[src/rtl/mips_bus_arbiter_pkg.sv]
// Shared types and constants for the CPU memory-bus arbiter.
// The request struct is the same bundle mips_cpu_bus drives on each of its ports.
package mips_bus_pkg;

  // Arbiter ownership state: nobody, instruction-fetch port, load/store port
  typedef enum logic [1:0] {
    IDLE = 2'd0,
    OWN0 = 2'd1,
    OWN1 = 2'd2
  } arb_state_t;

  // Stalled cycles tolerated before a hung transfer is aborted
  localparam int DEFAULT_TIMEOUT = 256;

  // Recognisable poison value handed back to a master on an aborted read
  localparam logic [31:0] ERR_DATA = 32'hDEADBEEF;

  // One master's request bundle towards the memory bus
  typedef struct packed {
    logic [31:0] address;
    logic        read;
    logic        write;
    logic [31:0] writedata;
    logic [3:0]  byteenable;
  } bus_req_t;

  // A master is asking for the bus when either strobe is up
  function automatic logic bus_req_active(input bus_req_t r);
    return r.read | r.write;
  endfunction

endpackage

[src/rtl/mips_bus_arbiter_watchdog.sv]
// Stall watchdog for the single outstanding bus transfer.
// Counts consecutive stalled cycles and raises 'expired' for the cycle that
// follows the last tolerated stall; the owner of 'clear' decides when a new
// transfer begins.
module bus_watchdog
  import mips_bus_pkg::*;
#(
  parameter int TIMEOUT_CYCLES = DEFAULT_TIMEOUT
) (
  input  logic clk,
  input  logic reset,
  input  logic clear,
  input  logic stall,
  output logic expired
);

  localparam int CW = $clog2(TIMEOUT_CYCLES) + 1;
  localparam logic [CW-1:0] LAST_COUNT = CW'(TIMEOUT_CYCLES - 1);

  logic [CW-1:0] count;
  logic          at_limit;

  assign at_limit = (count == LAST_COUNT);

  // Stall counter: restarts on clear, saturates once the limit is reached
  always_ff @(posedge clk or negedge reset) begin
    if (!reset) begin
      count <= '0;
    end else if (clear) begin
      count <= '0;
    end else if (stall && !at_limit) begin
      count <= count + CW'(1);
    end
  end

  // Abort flag for the cycle after the final tolerated stall; clear suppresses it
  always_ff @(posedge clk or negedge reset) begin
    if (!reset) begin
      expired <= 1'b0;
    end else begin
      expired <= !clear && stall && at_limit;
    end
  end

endmodule

[src/rtl/mips_bus_arbiter.sv]
// Two-master, one-slave round-robin arbiter for the CPU memory bus.
// Master 0 is instruction fetch, master 1 is load/store. The owner is muxed
// combinationally onto the slave; ownership is parked with the last user so a
// lone master streams at full rate. A time-shared watchdog aborts hung
// transfers with a one-cycle error pulse and poison read data.
module mips_bus_arbiter
  import mips_bus_pkg::*;
#(
  parameter int          TIMEOUT_CYCLES = DEFAULT_TIMEOUT,
  parameter logic [31:0] ERR_READDATA   = ERR_DATA
) (
  input  logic        clk,
  input  logic        reset,
  input  logic [31:0] m0_address,
  input  logic        m0_read,
  input  logic        m0_write,
  input  logic [31:0] m0_writedata,
  input  logic [3:0]  m0_byteenable,
  output logic [31:0] m0_readdata,
  output logic        m0_waitrequest,
  output logic        m0_err,
  input  logic [31:0] m1_address,
  input  logic        m1_read,
  input  logic        m1_write,
  input  logic [31:0] m1_writedata,
  input  logic [3:0]  m1_byteenable,
  output logic [31:0] m1_readdata,
  output logic        m1_waitrequest,
  output logic        m1_err,
  output logic [31:0] s_address,
  output logic        s_read,
  output logic        s_write,
  output logic [31:0] s_writedata,
  output logic [3:0]  s_byteenable,
  input  logic [31:0] s_readdata,
  input  logic        s_waitrequest,
  output logic [1:0]  grant
);

  arb_state_t state, state_next;
  bus_req_t   m0_req, m1_req, owner_req;
  logic       req0, req1;
  logic       owner_active;
  logic       owner_requesting;
  logic       abort;
  logic       complete;
  logic       wd_clear, wd_stall, wd_expired;
  logic       rr_last;  // 1: master 1 was served most recently, so master 0 wins a tie

  assign m0_req = '{address: m0_address, read: m0_read, write: m0_write,
                    writedata: m0_writedata, byteenable: m0_byteenable};
  assign m1_req = '{address: m1_address, read: m1_read, write: m1_write,
                    writedata: m1_writedata, byteenable: m1_byteenable};

  assign req0 = bus_req_active(m0_req);
  assign req1 = bus_req_active(m1_req);

  // Select the current owner's request bundle; nothing reaches the slave in IDLE
  always_comb begin
    owner_req = '0;
    case (state)
      OWN0:    owner_req = m0_req;
      OWN1:    owner_req = m1_req;
      default: owner_req = '0;
    endcase
  end

  assign owner_active     = (state == OWN0) || (state == OWN1);
  assign owner_requesting = owner_active && bus_req_active(owner_req);

  // An abort is only meaningful while the owner still holds its request
  assign abort    = wd_expired && owner_requesting;
  assign complete = owner_requesting && (!s_waitrequest || abort);

  // Any completion or idle owner starts a fresh timeout window; grant changes
  // only ever follow one of those, so they are covered too
  assign wd_clear = !owner_requesting || complete;
  assign wd_stall = owner_requesting && s_waitrequest && !abort;

  bus_watchdog #(
    .TIMEOUT_CYCLES(TIMEOUT_CYCLES)
  ) u_watchdog (
    .clk    (clk),
    .reset  (reset),
    .clear  (wd_clear),
    .stall  (wd_stall),
    .expired(wd_expired)
  );

  // Ownership state register
  always_ff @(posedge clk or negedge reset) begin
    if (!reset) begin
      state <= IDLE;
    end else begin
      state <= state_next;
    end
  end

  // Round-robin pointer: remember who finished (or was aborted) last
  always_ff @(posedge clk or negedge reset) begin
    if (!reset) begin
      rr_last <= 1'b1;
    end else if (complete) begin
      rr_last <= (state == OWN1);
    end
  end

  // Next owner: hand over only at a transfer boundary or when the owner is idle
  always_comb begin
    state_next = state;
    case (state)
      IDLE: begin
        if (req0 && req1) begin
          state_next = rr_last ? OWN0 : OWN1;
        end else if (req0) begin
          state_next = OWN0;
        end else if (req1) begin
          state_next = OWN1;
        end
      end
      OWN0: begin
        if ((complete || !req0) && req1) begin
          state_next = OWN1;
        end
      end
      OWN1: begin
        if ((complete || !req1) && req0) begin
          state_next = OWN0;
        end
      end
      default: state_next = IDLE;
    endcase
  end

  // Bus steering: owner sees the slave, non-owner is held off with zero data
  always_comb begin
    s_address      = '0;
    s_read         = 1'b0;
    s_write        = 1'b0;
    s_writedata    = '0;
    s_byteenable   = '0;
    m0_readdata    = '0;
    m0_waitrequest = 1'b1;
    m0_err         = 1'b0;
    m1_readdata    = '0;
    m1_waitrequest = 1'b1;
    m1_err         = 1'b0;
    grant          = 2'b00;

    if (owner_active) begin
      s_address    = owner_req.address;
      s_read       = owner_req.read && !abort;
      s_write      = owner_req.write && !abort;
      s_writedata  = owner_req.writedata;
      s_byteenable = owner_req.byteenable;
    end

    case (state)
      OWN0: begin
        grant          = 2'b01;
        m0_waitrequest = abort ? 1'b0 : s_waitrequest;
        m0_readdata    = abort ? ERR_READDATA : s_readdata;
        m0_err         = abort;
      end
      OWN1: begin
        grant          = 2'b10;
        m1_waitrequest = abort ? 1'b0 : s_waitrequest;
        m1_readdata    = abort ? ERR_READDATA : s_readdata;
        m1_err         = abort;
      end
      default: grant = 2'b00;
    endcase
  end

endmodule

[config.mk]
export PLATFORM = sky130hd
export DESIGN_NAME = mips_bus_arbiter
export DESIGN_NICKNAME = d
export VERILOG_FILES = /design/src/rtl/mips_bus_arbiter_pkg.sv /design/src/rtl/mips_bus_arbiter_watchdog.sv /design/src/rtl/mips_bus_arbiter.sv
export SDC_FILE = /design/constraint.sdc
export NUM_CORES = 1
export LEC_CHECK = 0
export BUFFER_PORTS_ARGS = -buffer_cell sky130_fd_sc_hd__buf_4
export CELL_PAD_IN_SITES_DETAIL_PLACEMENT = 1
export CELL_PAD_IN_SITES_GLOBAL_PLACEMENT = 1
export CORE_AREA = 2 2 124 126
export DETAILED_ROUTE_END_ITERATION = 7
export DIE_AREA = 0 0 126 128
export PLACE_DENSITY = 0.8
export SYNTH_ARGS = -nofsm -noshare
export SYNTH_HDL_FRONTEND = slang
export SYNTH_HIERARCHICAL = 1
export SYNTH_SLANG_ARGS = --single-unit
[constraint.sdc]
create_clock -name clk -period 2.15 [get_ports clk]
set_input_delay 0 -clock clk [delete_from_list [all_inputs] [get_ports clk]]
set_output_delay 0 -clock clk [all_outputs]
set_load 0.05 [all_outputs]
* After elaboration in Yosys (flattened, before gate mapping) *
Cells that the tools add are included.

storage, ports and cells
  output and inout port bits = 140
  input port bits = 175
  logic and storage cells = 66
  register bits after elaboration = 13

cells by class
  equal/unequal tests = 6
  bitwise operators = 3
  mux-type cells = 24
  reduce and logical (&&, ||, !) cells = 28
  add/sub/neg operators = 1

operators with widths
  kind                                                   count
  two-way mux 32 bit                                     5
  one-hot mux 70 bit (2 select lines)                    1
  two-way mux 9 bit                                      2
  logical AND 1 bit                                      13
  two-way mux 2 bit                                      6
  adder 9 x 1 -> 9 bit, second input constant            1
  == test 9 x 8 -> 1 bit, second input constant          1
  zero test 1 bit                                        7
  two-way mux 1 bit                                      7
  one-hot mux 2 bit (3 select lines)                     1
  logical OR 1 bit                                       5
  two-way mux 4 bit                                      1
  inequality test 2 x 1 -> 1 bit, second input constant  2
  inequality test 4 bit, second input constant           1
  one-hot mux 2 bit (2 select lines)                     1
  OR 1 bit                                               3
  AND reduction 3 bit                                    1
  == test 2 x 1 -> 1 bit, second input constant          1
  == test 2 bit, second input constant                   1
  zero test 2 bit                                        1
  nonzero test 2 bit                                     1

* Logic depth before layout (Yosys ltp) *
Gate-level depths: netlist of the first run.

  word-level depth = 11
  mapped depth = 9
  gate-level depth less buffers = 8

* Cells and area by module *
The synthesis of the first run kept the hierarchy.

by module, submodules not included
  module            seq. area each (sq um)  cells an instance  times used  area an instance (sq um)
  mips_bus_arbiter  76.3                    286                1           1961.9
  bus_watchdog      250.2                   50                 1           498.0

* Worst setup path before layout of the first run *
OpenSTA, ideal clock, no wires.

  path type = register to register
  start point = register state[0]
  end point = register u_watchdog.count[5]
  setup slack = -0.147 ns
  cell stages (with the launch flop) = 10
  arrival = 2.219 ns
  setup time = 0.078 ns
  required time = 2.072 ns
  path buffers = 2
  period minus slack after synthesis = 2.297 ns
  cell sequence = dfrtp_1 inv_1 ha_1 buf_2 clkbuf_1 o21ai_0 nor2_1 nand4b_1 or4_1 a21oi_1

between the ends
  word-level cells in the longest chain between the ends = 9
  elaborated cells on any way between the ends = 17
  those cells by class = 2 x eq/ne; 2 x mux; 1 x bitwise; 12 x reduce/logical

RTL lines
  what                                                            RTL line                                        source
  from (decl)                                                     mips_bus_arbiter.sv:40                          arb_state_t state, state_next;
  from (signal assigned)                                          mips_bus_arbiter.sv:95                          state <= state_next;
  == test 2 bit / == test 2 x 1 -> 1 bit (equally long branches)  mips_bus_arbiter.sv:61, mips_bus_arbiter.sv:68
  one-hot mux 70 bit (2 select lines)                             mips_bus_arbiter.sv:61                          case (state)
  OR 1 bit                                                        mips_bus_arbiter_pkg.sv:29                      return r.read | r.write;
  logical AND 1 bit (*)                                           mips_bus_arbiter.sv:69                          assign owner_requesting = owner_active && bus_req_active(owner_req);
  logical AND 1 bit                                               mips_bus_arbiter.sv:72                          assign abort = wd_expired && owner_requesting;
  zero test 1 bit                                                 mips_bus_arbiter.sv:78                          assign wd_stall = owner_requesting && s_waitrequest && !abort;
  logical AND 1 bit (*)                                           mips_bus_arbiter.sv:78
  named net wd_stall                                              mips_bus_arbiter.sv:47                          logic wd_clear, wd_stall, wd_expired;
  logical AND 1 bit (*)                                           mips_bus_arbiter_watchdog.sv:31                 end else if (stall && !at_limit) begin
  nonzero test 2 bit (no line) (*)                                n/a
  to (signal assigned)                                            mips_bus_arbiter_watchdog.sv:32                 count <= count + CW'(1);
  to (decl)                                                       mips_bus_arbiter_watchdog.sv:20                 logic [CW-1:0] count;

Mark *: on every way through the listed nets, which the timed path passes. The rest lies on a longest branch.
A chain may end at the register's enable or synchronous reset.

* Worst setup path in the final report of the first run *
Same ends and word-level chain as after synthesis.

==> results.md, run 1 <==
* Relative max-transition margin at 61.6%
* Final net count at 818
* Yosys cell types at 38
* Worst Hold Class: in2async
* Adder-Cell Fraction of Synth Area at 3.56%
* Final setup fails at 0
* I/O Buffers at 314
* WS Path Type: reg2reg
* CP most frequent cell: buf_4
* GRT Resource Usage Total at 15.6%
* Top cell type's share of synthesized area at 21.7%
* Worst Path Max Fanout at 5
* Synth area leader: a22oi_1
* Peak supply drop at 0.913 mV
* DR WL/cell at 17.5 microns
* Initial antenna violation count at 0
* Io pins at 315
* Largest family of logic cells by synthesized area: compound AO/OA/AOI/OAI gates
* M3 GR Usage at 2.59%
* DRT iter0 DRCs at 144
* Mapped cell area at 0.00246 sq mm
* CP Launch Type: flip-flop
* H-tree depth at 1
* Crit end category: flip-flop
* Crit-path slowest cell: dfrtp_1
* Share of layout cells above drive strength 1 at 55.4%
* CP arrival at 2.18 ns
* Most Crowded Layer GR: met2
* Final std cells w/o fill at 823
* Antenna cells at 0
* Number of nets with antenna violations after routing at 0
* Largest net degree at the start of global routing at 95
* Setup Skew at 0.00162 ns
* Die Y at 128 microns
* Simple logic cell fraction of the synthesized area at 30.4%
* Design area at 0.00521 sq mm
* Most frequent cells in the layout: 328 x buf_4, 71 x a22oi_1, 69 x nor2b_1
* Post-Syn Instances at 336
* CTS Sinks at 13
* Area growth syn-to-layout at 112%
* Synthesized Nets at 518
* Number of vias per cell at 4.62
* Worst Tran Pin Value at 0.577 ns
* Compound-gate portion of the synthesized area at 42.1%
* Die Width at 126 microns
* Placed cell count at 809
* CTS tree: done
* GR Layer Usage met2 at 29.2%
* Cells along the critical path: inv_4, ha_4, o21a_1, o21ai_1, nor2_2, nand4b_1, buf_4, buf_4, o31ai_2, a21oi_2
* Fmax at 484 MHz
* Routing usage on met1 at 18.9%
* WP data required at 2.27 ns
* Die Area at 0.0161 sq mm
* Max Slew Vio Count at 0
* Final worst-path cycle share at 96.1%
* Synthesis-stage register bit count at 13
* Initial Utilization at 16.5%
* Top delay family on crit path: compound AO/OA/AOI/OAI gates
* Vias at 3806
* Routability congestion estimate at 0.778
* DRT Pass-1 Iters at 6
* DPL Wire Length at 11.2 mm
* Outcome: completed
* Yosys warnings at 6
* DRC viols at 0
* Core area at 0.0149 sq mm
* CTS root buf: clkbuf_16
* Fin crit period at 2.07 ns
* Pwr dens at 1530 mW/mm^2
* Post-Syn Area per Cell at 7.32 sq um
* Lkg Pwr at 2.52 nW
* Setup TNS Final at 0 ns
* Clk slew on worst S/H paths at 0.05 ns
* Placed instance area at 0.00499 sq mm
* Max_cap viols at 0
* Vias in the first global route at 3600
* Total gr overflow at 0
* Global-route wire length before repair at 20.5 mm
* Fillers at 1822
* Commonest non-fill, non-tap cell in the layout: buf_4
* Maximum clock path buffer count at 2
* Worst skew pair latency at 0.25 ns
* Top area cells in the synthesized netlist: a22oi_1 22%, nor2b_1 18%, o21a_1 15%
* Site row count at 45
* Sequential fraction of the synthesis area at 13.3%
* Mux cell area share after synthesis at 1.48%
* Crit-path max cell delay at 0.41 ns
* DRT Wirelength at 14.4 mm
* Total CTS buffers at 3
* Final hold vios at 0
* Synth Area in XOR/XNOR at 0.712%
* WP buf/inv at 3
## registers in the layout, summed over array words and instances (netlist names)
name / flops
u_watchdog/count: 9
state: 2
rr_last: 1
u_watchdog/expired: 1
## path summary, 6_finish.rpt
| check | slack (ns) | cells past startpoint | startpoint | to |
|---|---|---|---|---|
| max | 0.08 | 10 | state[0] | u_watchdog/count[5] |
| min | 0.14 | 2 | reset | u_watchdog/count[1] |
| max reg2reg | 0.08 | 10 | state[0] | u_watchdog/count[5] |
| min reg2reg | 0.56 | 2 | u_watchdog/count[1] | u_watchdog/count[1] |
| max in group asynchronous | 1.78 | 2 | reset | rr_last |
| min in group clk | 0.23 | 4 | s_waitrequest | rr_last |
## cells in the mapped netlist (all sizes together)
library cell / count
a22oi: 71
nor2b: 69
o21a: 50
clkbuf: 23
and3: 18
buf: 16
dfrtp: 12
nor2: 10
ha: 7
nand2: 7
o21ai: 7
inv: 6
a21oi: 5
nand3: 3
or3: 3
or4: 3
mux2: 2
nand2b: 2
nand4b: 2
nor3b: 2
o211ai: 2
o22ai: 2
o31ai: 2
a211o: 1
a211oi: 1
a21boi: 1
and2: 1
dfstp: 1
mux2i: 1
nand3b: 1
nand4: 1
nor4: 1
or2: 1
xnor2: 1
xor2: 1
## logic make-up after synthesis
logic type,after synthesis
AO/OA/AOI/OAI,142
XOR/XNOR,2
adder cells (fa/ha/maj),7
buffers and inverters,45
flip-flops,13
multiplexers,3
AND/OR/NAND/NOR,124
## layout make-up
type,count,area (sq um),share of cell area (%)
clock buffer,4,78.8,1.51
inverter,6,25.0,0.480
multi-input combinational,278,1990,38.1
sequential,13,327,6.26
tap,188,235,4.51
timing repair buffer,334,2560,49.1
## repair_timing
action	CTS	global route
cloned	0	1
setup endpoints to repair	50	91
hold endpoints to repair	13	0
resized for setup	1	14
hold buffers	1	0
pin swaps	1	5
buffers inserted	1	7
## layer usage
layer | part of all wire, % | wire [microns] | vias to the layer above
met5 | 0 | 0 | -
met4 | 1.4 | 203 | 0
met3 | 6.0 | 862 | 11
met2 | 53 | 7630 | 146
met1 | 40 | 5740 | 1811
li1 | - | - | 1838
## per-stage QoR
| stage | hold WS, ns | power, mW | utilization (%) | setup slack, ns |
|---|---|---|---|---|
| after detailed placement | -0.143 | 7.55 | 33.6 | 0.00973 |
| after floorplan | -0.296 | 5.40 | - | 0.0113 |
| after global routing | 0.156 | 8.38 | 35.1 | -0.0489 |
| after CTS | 0.141 | 7.97 | 34.3 | 0.000109 |
| final | 0.137 | 8.00 | 35.1 | 0.0834 |
| after global placement | -0.146 | 7.52 | 33.6 | 0.114 |
## power breakdown
part	switching (mW)	internal (mW)
combinational	4.91	2.43
clock	0.109	0.251
sequential	0.0220	0.282
Note: power is estimated with default switching activity, not from simulation.
==> inputs of run 2 (changes only) <==
Settings changed: ABC_AREA set to 1, CORE_AREA 2 2 124 126 to unset, CORE_MARGIN set to 2, CORE_UTILIZATION set to 16, DIE_AREA 0 0 126 128 to unset, PLACE_DENSITY 0.8 to 0.83.
==> run 2 against run 1 <==
  * Clock skew about the same
  * Worst hold slack improved by 0.0064 ns
  * Sequential share of layout area increased by 0.11 points
  * Clock-buffer cell count unchanged
  * Largest cell class unchanged
  * Clock power about the same
  * Largest power group unchanged
  * Register-to-register slack improved by 0.18 ns
  * Non-clock buffer count decreased by 4
  * Die area increased by 0.57%
==> results.md, run 2 <==
* CTS root buf: clkbuf_16
* Synthesis-stage register bit count at 13
* Site row count at 45
* DRC viols at 0
* Synth async-reset ratio at 100%
* Setup TNS Final at 0 ns
* Worst Hold Class: in2reg
* Top FF cell, synth: dfrtp_1
* Mapped cell area at 0.00243 sq mm
* DRT iter0 DRCs at 90
* Placed instance area at 0.00503 sq mm
* Largest net degree at the start of global routing at 72
* Total gr overflow at 0
* Number of setup buffers added after CTS at 0
* Number of nets with antenna violations after routing at 0
* Vias at 4152
* Crit-path slowest cell: dfrtp_2
* Core area at 0.0150 sq mm
* Synthesized Nets at 650
* Final net count at 949
* Maximum clock path buffer count at 2
* Final std cells w/o fill at 954
* GRT Resource Usage Total at 16.2%
* CP most frequent cell: buf_12
* Routability congestion estimate at 0.840
* Worst Path Max Fanout at 71
* DRT Pass-1 Iters at 4
* Die Width at 127 microns
* Hold Crit Start: s_waitrequest
* Commonest cells post-synth: 174 x nand2_1, 119 x a21oi_1, 53 x inv_1
* Design area at 0.00516 sq mm
* Number of vias per cell at 4.35
* Final worst-path cycle share at 93.8%
* Worst skew pair latency at 0.24 ns
* Sequential fraction of the synthesis area at 13.4%
* Reg2Reg Launch Point: state[1]
* Commonest non-fill, non-tap cell in the layout: buf_4
* Synth area leader: nand2_1
* Post-Syn Area per Cell at 5.20 sq um
* Worst Tran Pin Value at 0.468 ns
* Most frequent cells in the layout: 320 x buf_4, 174 x nand2_1, 116 x a21oi_1
* CP Launch Type: flip-flop
* Share of layout cells above drive strength 1 at 47.9%
* Placed cell count at 949
* Die Area at 0.0162 sq mm
* CP arrival at 2.02 ns
* Crit-path max cell delay at 0.43 ns
* Final setup fails at 0
* WP buf/inv at 5
* Yosys cell types at 27
* Top area cells in the synthesized netlist: nand2_1 27%, a21oi_1 24%, dfrtp_1 12%
* CTS tree: done
* Setup Skew at 0.00168 ns
* H-tree depth at 1
* CTS Sinks at 13
* Peak supply drop at 0.624 mV
* Largest regs: u_watchdog/count x9, state x2
* Max Slew Vio Count at 0
* Fin crit period at 2.02 ns
* Crit end category: output port
* Die Y at 127 microns
* WP data required at 2.15 ns
* Antenna cells at 0
* DR WL/cell at 14.6 microns
* Biggest register: u_watchdog/count
* Top cell type's share of synthesized area at 26.8%
* Fmax at 496 MHz
* Final hold vios at 0
* RSZ-0062 raised after global routing: true
* Global-route wire length before repair at 21.6 mm
* Critical path origin: state[1]
* Top delay family on crit path: buffers and inverters
* Min Hold Slack at 0.144 ns
* Lkg Pwr at 2.69 nW
* Number of flops mapped to enable cells by yosys at 0
* Cells along the critical path: inv_2, ha_2, buf_12, inv_1, buf_12, nor3_2, buf_6
* Io pins at 315
* Pwr dens at 1440 mW/mm^2
* WS Path Type: reg2out
* Post-Syn Instances at 468
* Relative max-transition margin at 68.7%
* Vias in the first global route at 4224
* I/O Buffers at 314
* Clk slew on worst S/H paths at 0.05 ns
* Area growth syn-to-layout at 112%
* Max reg flops at 9
* Count leader, synth: nand2_1
* Initial Utilization at 16.2%
* Outcome: completed
* Max_cap viols at 0
* DRT Wirelength at 13.9 mm
* Total CTS buffers at 3
* Initial antenna violation count at 0
* DPL Wire Length at 11.6 mm
* Yosys warnings at 6
[run 2: cell types whose count changed in the layout (fill, tap and decap cells not counted), sizes merged, moves of 10 or more]
cell	change
and3	-18
nor3	+19
inv	+49
nand2	+173
o21a	-50
a21oi	+114
nor2b	-69
nand3	+10
a22oi	-71
[run 2: logic make-up (layout without fill, tap and decap cells)]
| family | Yosys count | count (layout) | synth area share, % |
|---|---|---|---|
| buffers and inverters | 92 | 390 | 15.3 |
| AOI/OAI and AO/OA | 129 | 129 | 26.8 |
| and+or+nand+nor | 227 | 227 | 41.0 |
| DFF | 13 | 13 | 13.4 |
| adders and majority gates | 7 | 7 | 3.60 |
[run 2: worst register-to-register path, delay by kind of cell, from the launching register on]
family | cells | cell delay, ns
adder cells (fa/ha/maj) | 1 | 0.22
flip-flops | 1 | 0.43
AND/OR/NAND/NOR | 10 | 0.89
buffers and inverters | 3 | 0.28
[run 2: final cells by class]
| type | instances | area [sq um] |
|---|---|---|
| clock buffer | 4 | 78.8 |
| fill | 1964 | 9870 |
| inverter | 56 | 213 |
| multi-input combinational | 363 | 1750 |
| sequential | 13 | 329 |
| tap | 188 | 235 |
| timing repair buffer | 330 | 2560 |
[run 2: worst paths after layout]
| kind | to | slack [ns] | cells after the start |
|---|---|---|---|
| max | m0_readdata[17] | 0.13 | 7 |
| min | u_watchdog/expired | 0.14 | 3 |
| max reg2reg | u_watchdog/count[7] | 0.26 | 14 |
| min reg2reg | rr_last | 0.50 | 2 |
| max in group asynchronous | rr_last | 1.76 | 2 |
| min in group asynchronous | u_watchdog/count[7] | 0.15 | 2 |
[run 2: routing by layer]
| layer | part of all wire, % | up-vias | track usage (%) | wire (microns) |
|---|---|---|---|---|
| met2 | 51 | 191 | 31.7 | 7070 |
| met3 | 8.3 | 6 | 3.43 | 1160 |
| met1 | 40 | 1872 | 18.6 | 5630 |
| met5 | 0 | - | 0 | 0 |
| li1 | - | 2083 | - | - |
| met4 | 0.44 | 0 | 1.49 | 61 |
[run 2: through the flow]
stage	setup slack (ns)	util (%)	power (mW)
2_1_floorplan	-0.171	-	4.81
4_1_cts	0.0103	34.1	7.55
5_1_grt	-0.00409	34.4	7.91
3_5_place_dp	0.184	33.5	7.16
3_3_place_gp	0.287	33.5	7.12
6_report	0.133	34.4	7.45
[run 2: report_power, final]
group          switching, mW  internal, mW  total [mW]  leakage, nW
clock                  0.108         0.251       0.359       0.0382
combinational           4.86          1.93        6.78         2.48
sequential            0.0303         0.284       0.314        0.173
[run 2: repair_timing]
| action | CTS | global route |
|---|---|---|
| endpoints found under the hold margin | 13 | 0 |
| resized for setup | 0 | 17 |
| endpoints found under the setup margin | 0 | 107 |
| hold buffers | 1 | 0 |
==> inputs of run 3 (changes only) <==
Settings changed: CAP_MARGIN set to 20, HOLD_SLACK_MARGIN set to 0.15, SLEW_MARGIN set to 20.
==> run 3 against run 2 <==
  * Clock-buffer cell count unchanged
  * Utilization is 0.066 points higher
  * Critical path depth is the same
  * Wire length is essentially flat
  * Clock skew is essentially flat
  * Maximum frequency about the same
  * Global-route usage unchanged
  * Largest power group unchanged
  * Highest routed layer unchanged
==> results.md, run 3 (same netlist as run 2, synthesis figures left out) <==
* Outcome: completed
* Fin crit period at 2.02 ns
* Number of setup buffers added after CTS at 0
* Area growth syn-to-layout at 113%
* CTS Sinks at 13
* DRT Pass-1 Iters at 4
* Fillers at 1965
* GRT Resource Usage Total at 16.2%
* Vias in the first global route at 4224
* Multi-input logic area at 0.00175 sq mm
* CP arrival at 2.02 ns
* CP most frequent cell: buf_12
* Metal2 WL at 7.02 mm
* Worst Path Max Fanout at 71
* DR WL/cell at 14.6 microns
* Number of nets with antenna violations after routing at 0
* Worst Tran Pin Value at 0.458 ns
* Io pins at 315
* Lkg Pwr at 2.69 nW
* Storage element area at 329 sq um
* Vias at 4158
* Antenna cells at 0
* Final net count at 950
* Die Y at 127 microns
* Largest net degree at the start of global routing at 72
* Commonest non-fill, non-tap cell in the layout: buf_4
* Cells along the critical path: inv_2, ha_2, buf_12, inv_1, buf_12, nor3_2, buf_6
* Final Core Density at 34.4%
* Maximum clock path buffer count at 2
* Total gr overflow at 0
* DP Worst Slack at 0.184 ns
* Max Slew Vio Count at 0
* WS Path Type: reg2out
* Metal1 wirelength at 5.61 mm
* Worst Hold Class: in2async
* R2R depth at 14
* Critical Path Stages at 7
* Clk slew on worst S/H paths at 0.05 ns
* CP Launch Type: flip-flop
* DRT Wirelength at 13.9 mm
* Worst Slack Setup Final at 0.132 ns
* H-tree depth at 1
* Initial antenna violation count at 0
* Crit end category: output port
* Fmax at 495 MHz
* Die Area at 0.0162 sq mm
* Number of vias per cell at 4.35
* Most frequent cells in the layout: 320 x buf_4, 174 x nand2_1, 116 x a21oi_1
* Largest regs: u_watchdog/count x9, state x2
* Top delay family on crit path: buffers and inverters
* DPL Wire Length at 11.6 mm
* I/O Buffers at 314
* Final hold vios at 0
* DRC viols at 0
* Final setup fails at 0
* Biggest register: u_watchdog/count
* Crit-path max cell delay at 0.43 ns
* Highest routed layer: met4
* Site row count at 45
* Global-route wire length before repair at 21.6 mm
* Pwr dens at 1440 mW/mm^2
* Max_cap viols at 0
* Peak supply drop at 0.624 mV
* Initial Utilization at 16.2%
* WP data required at 2.15 ns
* WP buf/inv at 5
* Worst skew pair latency at 0.24 ns
* Max reg flops at 9
* Setup Skew at 0.00196 ns
* Final worst-path cycle share at 93.9%
* CTS tree: done
* CTS root buf: clkbuf_16
* Total CTS buffers at 3
* RSZ-0062 raised after global routing: true
* Routability congestion estimate at 0.840
* Core area at 0.0150 sq mm
* Relative max-transition margin at 69.4%
* DRT iter0 DRCs at 96
* Crit-path slowest cell: dfrtp_2
* Metal3 WL at 1.17 mm
* Die Width at 127 microns
* Share of layout cells above drive strength 1 at 47.8%
[run 3: cell count changes in the layout (fill, tap and decap cells not counted), sizes merged]
| cell | delta |
|---|---|
| dlygate4sd3 | +1 |
[run 3: area by class of cell]
class | instances | share of cell area (%)
sequential | 13 | 6.36
multi-input combinational | 363 | 33.9
tap | 188 | 4.55
timing repair buffer | 331 | 49.6
clock buffer | 4 | 1.52
inverter | 56 | 4.11
[run 3: where the power goes]
| part | total [mW] | switching [mW] | internal (mW) |
|---|---|---|---|
| Combinational | 6.78 | 4.85 | 1.93 |
| Sequential | 0.314 | 0.0303 | 0.284 |
| Clock | 0.360 | 0.109 | 0.251 |
| Total | 7.45 | 4.99 | 2.46 |
[run 3: routing by layer]
layer	up-vias	track usage, %
met4	0	1.49
met1	1872	18.6
li1	2085	-
met5	-	0
met3	8	3.43
met2	193	31.7
[run 3: timing repair]
item,CTS,global route
endpoints found under the setup margin,0,107
gates resized for setup,0,17
endpoints found under the hold margin,14,0
hold buffers,2,0
[run 3: worst paths after layout]
| check | slack [ns] | from | endpoint |
|---|---|---|---|
| max reg2reg | 0.26 | state[1] | u_watchdog/count[7] |
| min | 0.16 | reset | u_watchdog/count[7] |
| min reg2reg | 0.50 | rr_last | rr_last |
| min in group clk | 0.27 | m1_read | state[0] |
| max | 0.13 | state[1] | m0_readdata[17] |
| max in group asynchronous | 1.75 | reset | rr_last |
[run 3: metrics by stage]
stage	hold WS (ns)	power [mW]	TNS (ns)	instance area, sq um	cells
floorplan	-0.296	4.81	-1.14	2430	468
global placement	-0.138	7.12	0	5030	949
detailed placement	-0.135	7.16	0	5030	949
CTS	0.151	7.55	0	5130	955
global route	0.171	7.91	-0.00539	5170	955
finish	0.157	7.45	0	5170	955
